===== src/rtl/microseq_ctrl_if.sv =====
// rtl/microseq_ctrl_if.sv - microsequencer control/status bundle
//
// Groups the control-register fields, decoder entry address and status
// inputs with the sequencer outputs.
//   master: drives stall, ns, cond_sel, inv, cr_addr, dec_addr, moc, cond_in;
//           observes index, mem_fault, stack_err, depth
//   slave : the sequencer side (microseq_ctrl)
interface microseq_ctrl_if #(
  parameter int ADDR_W = 7
);
  logic              stall;
  logic [2:0]        ns;
  logic [2:0]        cond_sel;
  logic              inv;
  logic [ADDR_W-1:0] cr_addr;
  logic [ADDR_W-1:0] dec_addr;
  logic              moc;
  logic [5:0]        cond_in;    // {V,C,N,Z,cond_pass,moc_alt} for cond_sel 6..1
  logic [ADDR_W-1:0] index;
  logic              mem_fault;
  logic              stack_err;
  logic [3:0]        depth;

  modport master (
    output stall, ns, cond_sel, inv, cr_addr, dec_addr, moc, cond_in,
    input  index, mem_fault, stack_err, depth
  );

  modport slave (
    input  stall, ns, cond_sel, inv, cr_addr, dec_addr, moc, cond_in,
    output index, mem_fault, stack_err, depth
  );
endinterface


===== src/rtl/microseq_ctrl.sv =====
// rtl/microseq_ctrl.sv - microstore address sequencer
//
// Produces the registered microstore index each cycle from the current
// microinstruction's next-state mode, the decoder entry address and the
// selected condition. Modes: decode, fetch, increment, conditional branch,
// jump, call, return, memory wait (with timeout to FAULT_ADDR).
//
// Ports:
//   clk     - rising-edge clock
//   reset_n - asynchronous active-low reset
//   bus     - microseq_ctrl_if.slave (control fields in; index, mem_fault,
//             stack_err, depth out)
//
// Build option: MICROSEQ_RETURN_STACK_EN enables the return stack. Without
// it, call acts as jump, return acts as fetch, depth is 0, stack_err is 0.
module microseq_ctrl #(
  parameter int                ADDR_W     = 7,
  parameter int                TIMEOUT    = 15,
  parameter logic [ADDR_W-1:0] FAULT_ADDR = 7'h60,
  parameter int                STACK_D    = 4
) (
  input logic           clk,
  input logic           reset_n,
  microseq_ctrl_if.slave bus
);

  localparam logic [2:0] NS_DECODE = 3'd0;
  localparam logic [2:0] NS_FETCH  = 3'd1;
  localparam logic [2:0] NS_INC    = 3'd2;
  localparam logic [2:0] NS_BRANCH = 3'd3;
  localparam logic [2:0] NS_JUMP   = 3'd4;
  localparam logic [2:0] NS_CALL   = 3'd5;
  localparam logic [2:0] NS_RETURN = 3'd6;
  localparam logic [2:0] NS_WAIT   = 3'd7;

  logic [ADDR_W-1:0] upc_q, upc_d;
  logic [ADDR_W-1:0] inc;
  logic [7:0]        wcnt_q, wcnt_d;
  logic              mem_fault_q, mem_fault_d;
  logic              cond_raw;
  logic              cond;

`ifdef MICROSEQ_RETURN_STACK_EN
  localparam int SP_W = $clog2(STACK_D);
  logic [ADDR_W-1:0] stack_q [STACK_D];
  logic [ADDR_W-1:0] stack_d [STACK_D];
  logic [3:0]        depth_q, depth_d;
  logic [3:0]        depth_m1;
  logic              stack_err_q, stack_err_d;

  assign depth_m1 = depth_q - 4'd1;
`endif

  assign inc = upc_q + {{(ADDR_W-1){1'b0}}, 1'b1};

  // cond_sel 0 is "always"; 7 is an unused slot that reads as false.
  always_comb begin
    cond_raw = 1'b0;
    case (bus.cond_sel)
      3'd0:    cond_raw = 1'b1;
      3'd7:    cond_raw = 1'b0;
      default: cond_raw = bus.cond_in[bus.cond_sel - 3'd1];
    endcase
    cond = cond_raw ^ bus.inv;
  end

  always_comb begin
    upc_d       = upc_q;
    wcnt_d      = 8'd0;
    mem_fault_d = 1'b0;
`ifdef MICROSEQ_RETURN_STACK_EN
    stack_d     = stack_q;
    depth_d     = depth_q;
    stack_err_d = stack_err_q;
`endif
    if (bus.stall) begin
      wcnt_d = wcnt_q;
    end else begin
      case (bus.ns)
        NS_DECODE: upc_d = bus.dec_addr;
        NS_FETCH:  upc_d = '0;
        NS_INC:    upc_d = inc;
        NS_BRANCH: upc_d = cond ? bus.cr_addr : inc;
        NS_JUMP:   upc_d = bus.cr_addr;
        NS_CALL: begin
          upc_d = bus.cr_addr;
`ifdef MICROSEQ_RETURN_STACK_EN
          // A full stack still takes the branch; only the return address is lost.
          if (depth_q == 4'(STACK_D)) begin
            stack_err_d = 1'b1;
          end else begin
            stack_d[depth_q[SP_W-1:0]] = inc;
            depth_d                    = depth_q + 4'd1;
          end
`endif
        end
        NS_RETURN: begin
`ifdef MICROSEQ_RETURN_STACK_EN
          if (depth_q == 4'd0) begin
            upc_d       = '0;
            stack_err_d = 1'b1;
          end else begin
            upc_d   = stack_q[depth_m1[SP_W-1:0]];
            depth_d = depth_m1;
          end
`else
          upc_d = '0;
`endif
        end
        NS_WAIT: begin
          // moc is checked first so a completion on the timeout cycle is honoured.
          if (bus.moc) begin
            upc_d = inc;
          end else if (wcnt_q == 8'(TIMEOUT - 1)) begin
            upc_d       = FAULT_ADDR;
            mem_fault_d = 1'b1;
          end else begin
            wcnt_d = wcnt_q + 8'd1;
          end
        end
        default: upc_d = upc_q;
      endcase
    end
  end

  always_ff @(posedge clk or negedge reset_n) begin
    if (!reset_n) begin
      upc_q       <= '0;
      wcnt_q      <= 8'd0;
      mem_fault_q <= 1'b0;
    end else begin
      upc_q       <= upc_d;
      wcnt_q      <= wcnt_d;
      mem_fault_q <= mem_fault_d;
    end
  end

`ifdef MICROSEQ_RETURN_STACK_EN
  always_ff @(posedge clk or negedge reset_n) begin
    if (!reset_n) begin
      for (int i = 0; i < STACK_D; i++) stack_q[i] <= '0;
      depth_q     <= 4'd0;
      stack_err_q <= 1'b0;
    end else begin
      stack_q     <= stack_d;
      depth_q     <= depth_d;
      stack_err_q <= stack_err_d;
    end
  end

  assign bus.depth     = depth_q;
  assign bus.stack_err = stack_err_q;
`else
  assign bus.depth     = 4'd0;
  assign bus.stack_err = 1'b0;
`endif

  assign bus.index     = upc_q;
  assign bus.mem_fault = mem_fault_q;

endmodule


===== src/flat_wrapper.sv =====
// flat-port wrapper written by rule: the top's interface ports become plain ports
module microseq_ctrl_flat 
#(
  parameter int                ADDR_W     = 7,
  parameter int                TIMEOUT    = 15,
  parameter logic [ADDR_W-1:0] FAULT_ADDR = 7'h60,
  parameter int                STACK_D    = 4
)
  (clk, reset_n, bus_stall, bus_ns, bus_cond_sel, bus_inv, bus_cr_addr, bus_dec_addr, bus_moc, bus_cond_in, bus_index, bus_mem_fault, bus_stack_err, bus_depth);
  microseq_ctrl_if #(.ADDR_W(ADDR_W)) bus_i ();
  input logic clk;
  input logic reset_n;
  input wire logic [$bits(bus_i.stall)-1:0] bus_stall;
  input wire logic [$bits(bus_i.ns)-1:0] bus_ns;
  input wire logic [$bits(bus_i.cond_sel)-1:0] bus_cond_sel;
  input wire logic [$bits(bus_i.inv)-1:0] bus_inv;
  input wire logic [$bits(bus_i.cr_addr)-1:0] bus_cr_addr;
  input wire logic [$bits(bus_i.dec_addr)-1:0] bus_dec_addr;
  input wire logic [$bits(bus_i.moc)-1:0] bus_moc;
  input wire logic [$bits(bus_i.cond_in)-1:0] bus_cond_in;
  output wire logic [$bits(bus_i.index)-1:0] bus_index;
  output wire logic [$bits(bus_i.mem_fault)-1:0] bus_mem_fault;
  output wire logic [$bits(bus_i.stack_err)-1:0] bus_stack_err;
  output wire logic [$bits(bus_i.depth)-1:0] bus_depth;
  assign bus_i.stall = bus_stall;
  assign bus_i.ns = bus_ns;
  assign bus_i.cond_sel = bus_cond_sel;
  assign bus_i.inv = bus_inv;
  assign bus_i.cr_addr = bus_cr_addr;
  assign bus_i.dec_addr = bus_dec_addr;
  assign bus_i.moc = bus_moc;
  assign bus_i.cond_in = bus_cond_in;
  assign bus_index = bus_i.index;
  assign bus_mem_fault = bus_i.mem_fault;
  assign bus_stack_err = bus_i.stack_err;
  assign bus_depth = bus_i.depth;
  microseq_ctrl #(.ADDR_W(ADDR_W), .TIMEOUT(TIMEOUT), .FAULT_ADDR(FAULT_ADDR), .STACK_D(STACK_D)) u_core (.clk(clk), .reset_n(reset_n), .bus(bus_i));
endmodule

===== config.mk =====
export PLATFORM = sky130hd
export DESIGN_NAME = microseq_ctrl_flat
export DESIGN_NICKNAME = d
export VERILOG_FILES = /design/src/rtl/microseq_ctrl_if.sv /design/src/rtl/microseq_ctrl.sv /design/src/flat_wrapper.sv
export SDC_FILE = /design/constraint.sdc
export NUM_CORES = 1
export LEC_CHECK = 0
export CAP_MARGIN = 20
export CORE_MARGIN = 8
export CORE_UTILIZATION = 45
export CTS_BUF_LIST = sky130_fd_sc_hd__clkbuf_4
export CTS_CLUSTER_SIZE = 14
export DETAILED_ROUTE_END_ITERATION = 12
export PLACE_DENSITY = 0.76
export SLEW_MARGIN = 10
export SYNTH_ARGS = -nofsm -noshare
export SYNTH_HDL_FRONTEND = slang
export SYNTH_SLANG_ARGS = --single-unit

===== constraint.sdc =====
create_clock -name clk -period 2.5 [get_ports clk]
set_clock_uncertainty 0.05 [all_clocks]
set_input_delay 0.5 -clock clk [delete_from_list [all_inputs] [get_ports clk]]
set_output_delay 0.5 -clock clk [all_outputs]
set_load 0.03 [all_outputs]

==> out/results.ini <==
[setup_path]
crit_start=u_core.wcnt_q[0]
crit_path_cell_trace=inv_1 > ha_1 > nor4b_4 > a41oi_2 > buf_4 > nor2_4 > o21ai_0 > or4b_1 > nand3_1
slowest_stage=or4b_1
cp_slowest_stage_delay_ps=490
required_ps=2700
crit_path_end_kind=flip-flop
startpoint_type=flip-flop
crit_type=flip-flop to flip-flop
r2r-start=u_core.wcnt_q[0]
path_max_fanout=8
arrival_ps=2500

[clock_tree]
numCtsBuffers=3
root_buffer=clkbuf_4
htreeDepth=1
worstSkewPairLatency_ps=300
cts_tree=done
clk_pin_slew_ps=110
clock-sinks=16
clockBufferDepth=2

[synth]
ys_top_cells_by_count=o21ai_0 (20), dfrtp_1 (16), nand2_1 (16), nand3_1 (16), nor2_1 (15)
synth_edf_count=0
synth_top_family_by_area=simple AND/OR/NAND/NOR gates
synthTopCellsByArea=dfrtp_1 (26%), o21ai_0 (6.5%), nand3_1 (5.2%), ha_1 (4.9%), a21oi_1 (4.2%)
yosys_warnings=0
synthSimpleGateAreaFrac=0.275
syn-instance-count=193
synth-main-ff-cell=dfrtp_1
synth_cell_type_count=50
syn_area_mm2=0.00154
synth-seq-area-share=0.260
avgSynthCellArea_um2=7.99
synth_xor_area_frac=0.0398
yosys.area.top_type=dfrtp_1
synth_compound_area_frac=0.255
synth_fa_ha_area_frac=0.0487
ys_seq_elements=16
synthMuxAreaShare=0.0479
synth_most_common_cell=o21ai_0
yosysTopAreaCellShare=0.260
synth_async_sr_flop_share=1.00

[power_and_ir_drop]
p_per_area_mw_per_mm2=394
p_int_mw=0.521
sw_frac_of_total=0.385
irDropWorstVdd_uv=244
switchingPower_mw=0.326
clockPowerShare=0.183
pwr-share-seq=0.364
p_leak_nw=0.881
power_frac_comb=0.453

[global_routing]
antenna_found_initial=0
grt_overflow_total=0
grt_max_degree=17
grt_pass1_wl_um=7180
grt_use_total=0.164
grt_pass1_vias=1514

[floorplan]
num_rows=21
io_pins=44
die_w_um=74.5
die_h_um=74.5
dieArea_mm2=0.00555
core_mm2=0.00331
start_util=0.466

[timing]
tns_ps=0
final.period_utilization=0.921
slew_viol_final=0
finalSetupViolCount=0
fmax_ghz=0.434
relSlewSlack=0.507
rsz0062_at_grt=no
finalHoldViolCount=0
worst_pin_slew_ps=737
period_minus_slack_ps=2300

[final_layout]
area_growth_pct=39.4
final_cell_area_mm2=0.00215
drive_above_1_share=0.169
nets=286
diodes=0

[route]
drt-initial-drc-count=159
dr.pass1.iters=4
final_antenna_net_count=0
drc=0
vias_per_cell=5.60
dr_total_vias=1645
wire_per_inst_um=14.9
wl_um=4390

[run_status]
outcome=completed

[placed_design]
gp_congestion=0.902
postPlaceCellArea_mm2=0.00208
io_buffers=38
dp_hpwl_um=3400

[run]
maxCapViolCount=0

[hold_path]
min-delay-start=u_core.wcnt_q[6]
min-delay-path-class=flip-flop to flip-flop

-- per-stage QoR --
step / hold slack, ps / utilization / instances / power, mW / worst slack, ps
floorplan: 154 / - / 197 / 0.519 / 165
detailed placement: 466 / 0.627 / 289 / 0.679 / -395
global route: 525 / 0.649 / 294 / 0.898 / 20.1
global placement: 463 / 0.627 / 289 / 0.675 / -340
CTS: 490 / 0.642 / 294 / 0.842 / 10.3
finish: 506 / 0.649 / 294 / 0.847 / 198
-- cell families (layout without fill, tap and decap cells) --
logic type      Yosys count  in the layout
xor+xnor                  7              7
fa+ha+maj                 6              6
flops                    16             16
simple gates             77             77
other cells               1              5
buf+inv                  23             74
mux                       6              6
compound gates           57             57
-- what timing repair did --
| action | in CTS | in global routing |
|---|---|---|
| gates cloned | 0 | 0 |
| hold endpoints to repair | 0 | 0 |
| resized for setup | 4 | 6 |
| endpoints found under the setup margin | 4 | 4 |
| hold buffers | 0 | 0 |
| buffers inserted | 1 | 0 |
| pin swaps | 1 | 2 |
-- critical path: cells and delay by family (launching register included) --
kind / cells / cell delay, ps
buf+inv: 2 / 260
compound gates: 2 / 320
flops: 1 / 450
fa+ha+maj: 1 / 140
simple gates: 4 / 1030
-- sequential cells by signal (all words and copies together) (netlist names) --
name	cells
u_core.wcnt_q	8
u_core.bus.index	7
u_core.bus.mem_fault	1
-- per-layer routing --
| metal | GRT usage | wire, µm |
|---|---|---|
| met1 | 0.229 | 2060 |
| met4 | 0.0326 | 67 |
| met3 | 0.0270 | 328 |
| met5 | 0 | 0 |
| met2 | 0.257 | 1940 |
-- cells in the final DEF (no fill, tap or decap), drive strengths merged, types with 2 or more instances in the layout --
master         count
xnor2              4
mux2i              4
a31oi              4
and2               5
xor2               3
nand4              3
o311ai             2
dlymetal6s2s       2
conb               5
o22ai              2
nand4b             2
o31ai              3
nand2b             2
nand3             16
ha                 6
clkdlybuf4s50     36
nand3b             4
a21oi             14
dfrtp             16
inv               11
nand2             16
or3                2
o41a               2
buf               21
clkbuf             3
nor2              16
o2bb2ai            2
and3               3
o21ai             20
or4                2
-- power by group through the flow --
stage          combinational [mW]  sequential [mW]  clock [mW]
2_1_floorplan               0.175            0.345           0
3_3_place_gp                0.363            0.312           0
3_5_place_dp                0.367            0.312           0
4_1_cts                     0.376            0.307       0.158
5_1_grt                     0.415            0.312       0.171
6_report                    0.384            0.308       0.155
-- cell type report --
class                      count  area [µm²]
fill                         313        1160
multi-input combinational    158        1080
timing repair buffer          59         547
sequential                    16         400
tap                           46        57.6
inverter                      11        41.3
clock buffer                   3        22.5
clock inverter                 1        3.75
-- worst paths after layout --
path | end | slack (ps) | cells after the start
hold / removal | u_core.bus.mem_fault | 510 | 1
hold reg to reg | u_core.bus.mem_fault | 510 | 1
setup reg to reg | u_core.bus.index[0] | 200 | 9
max in group asynchronous | u_core.bus.index[2] | 1360 | 1
setup / recovery | u_core.bus.index[0] | 200 | 9
min in group asynchronous | u_core.wcnt_q[6] | 570 | 1
Power figures use the tool's default switching activity.
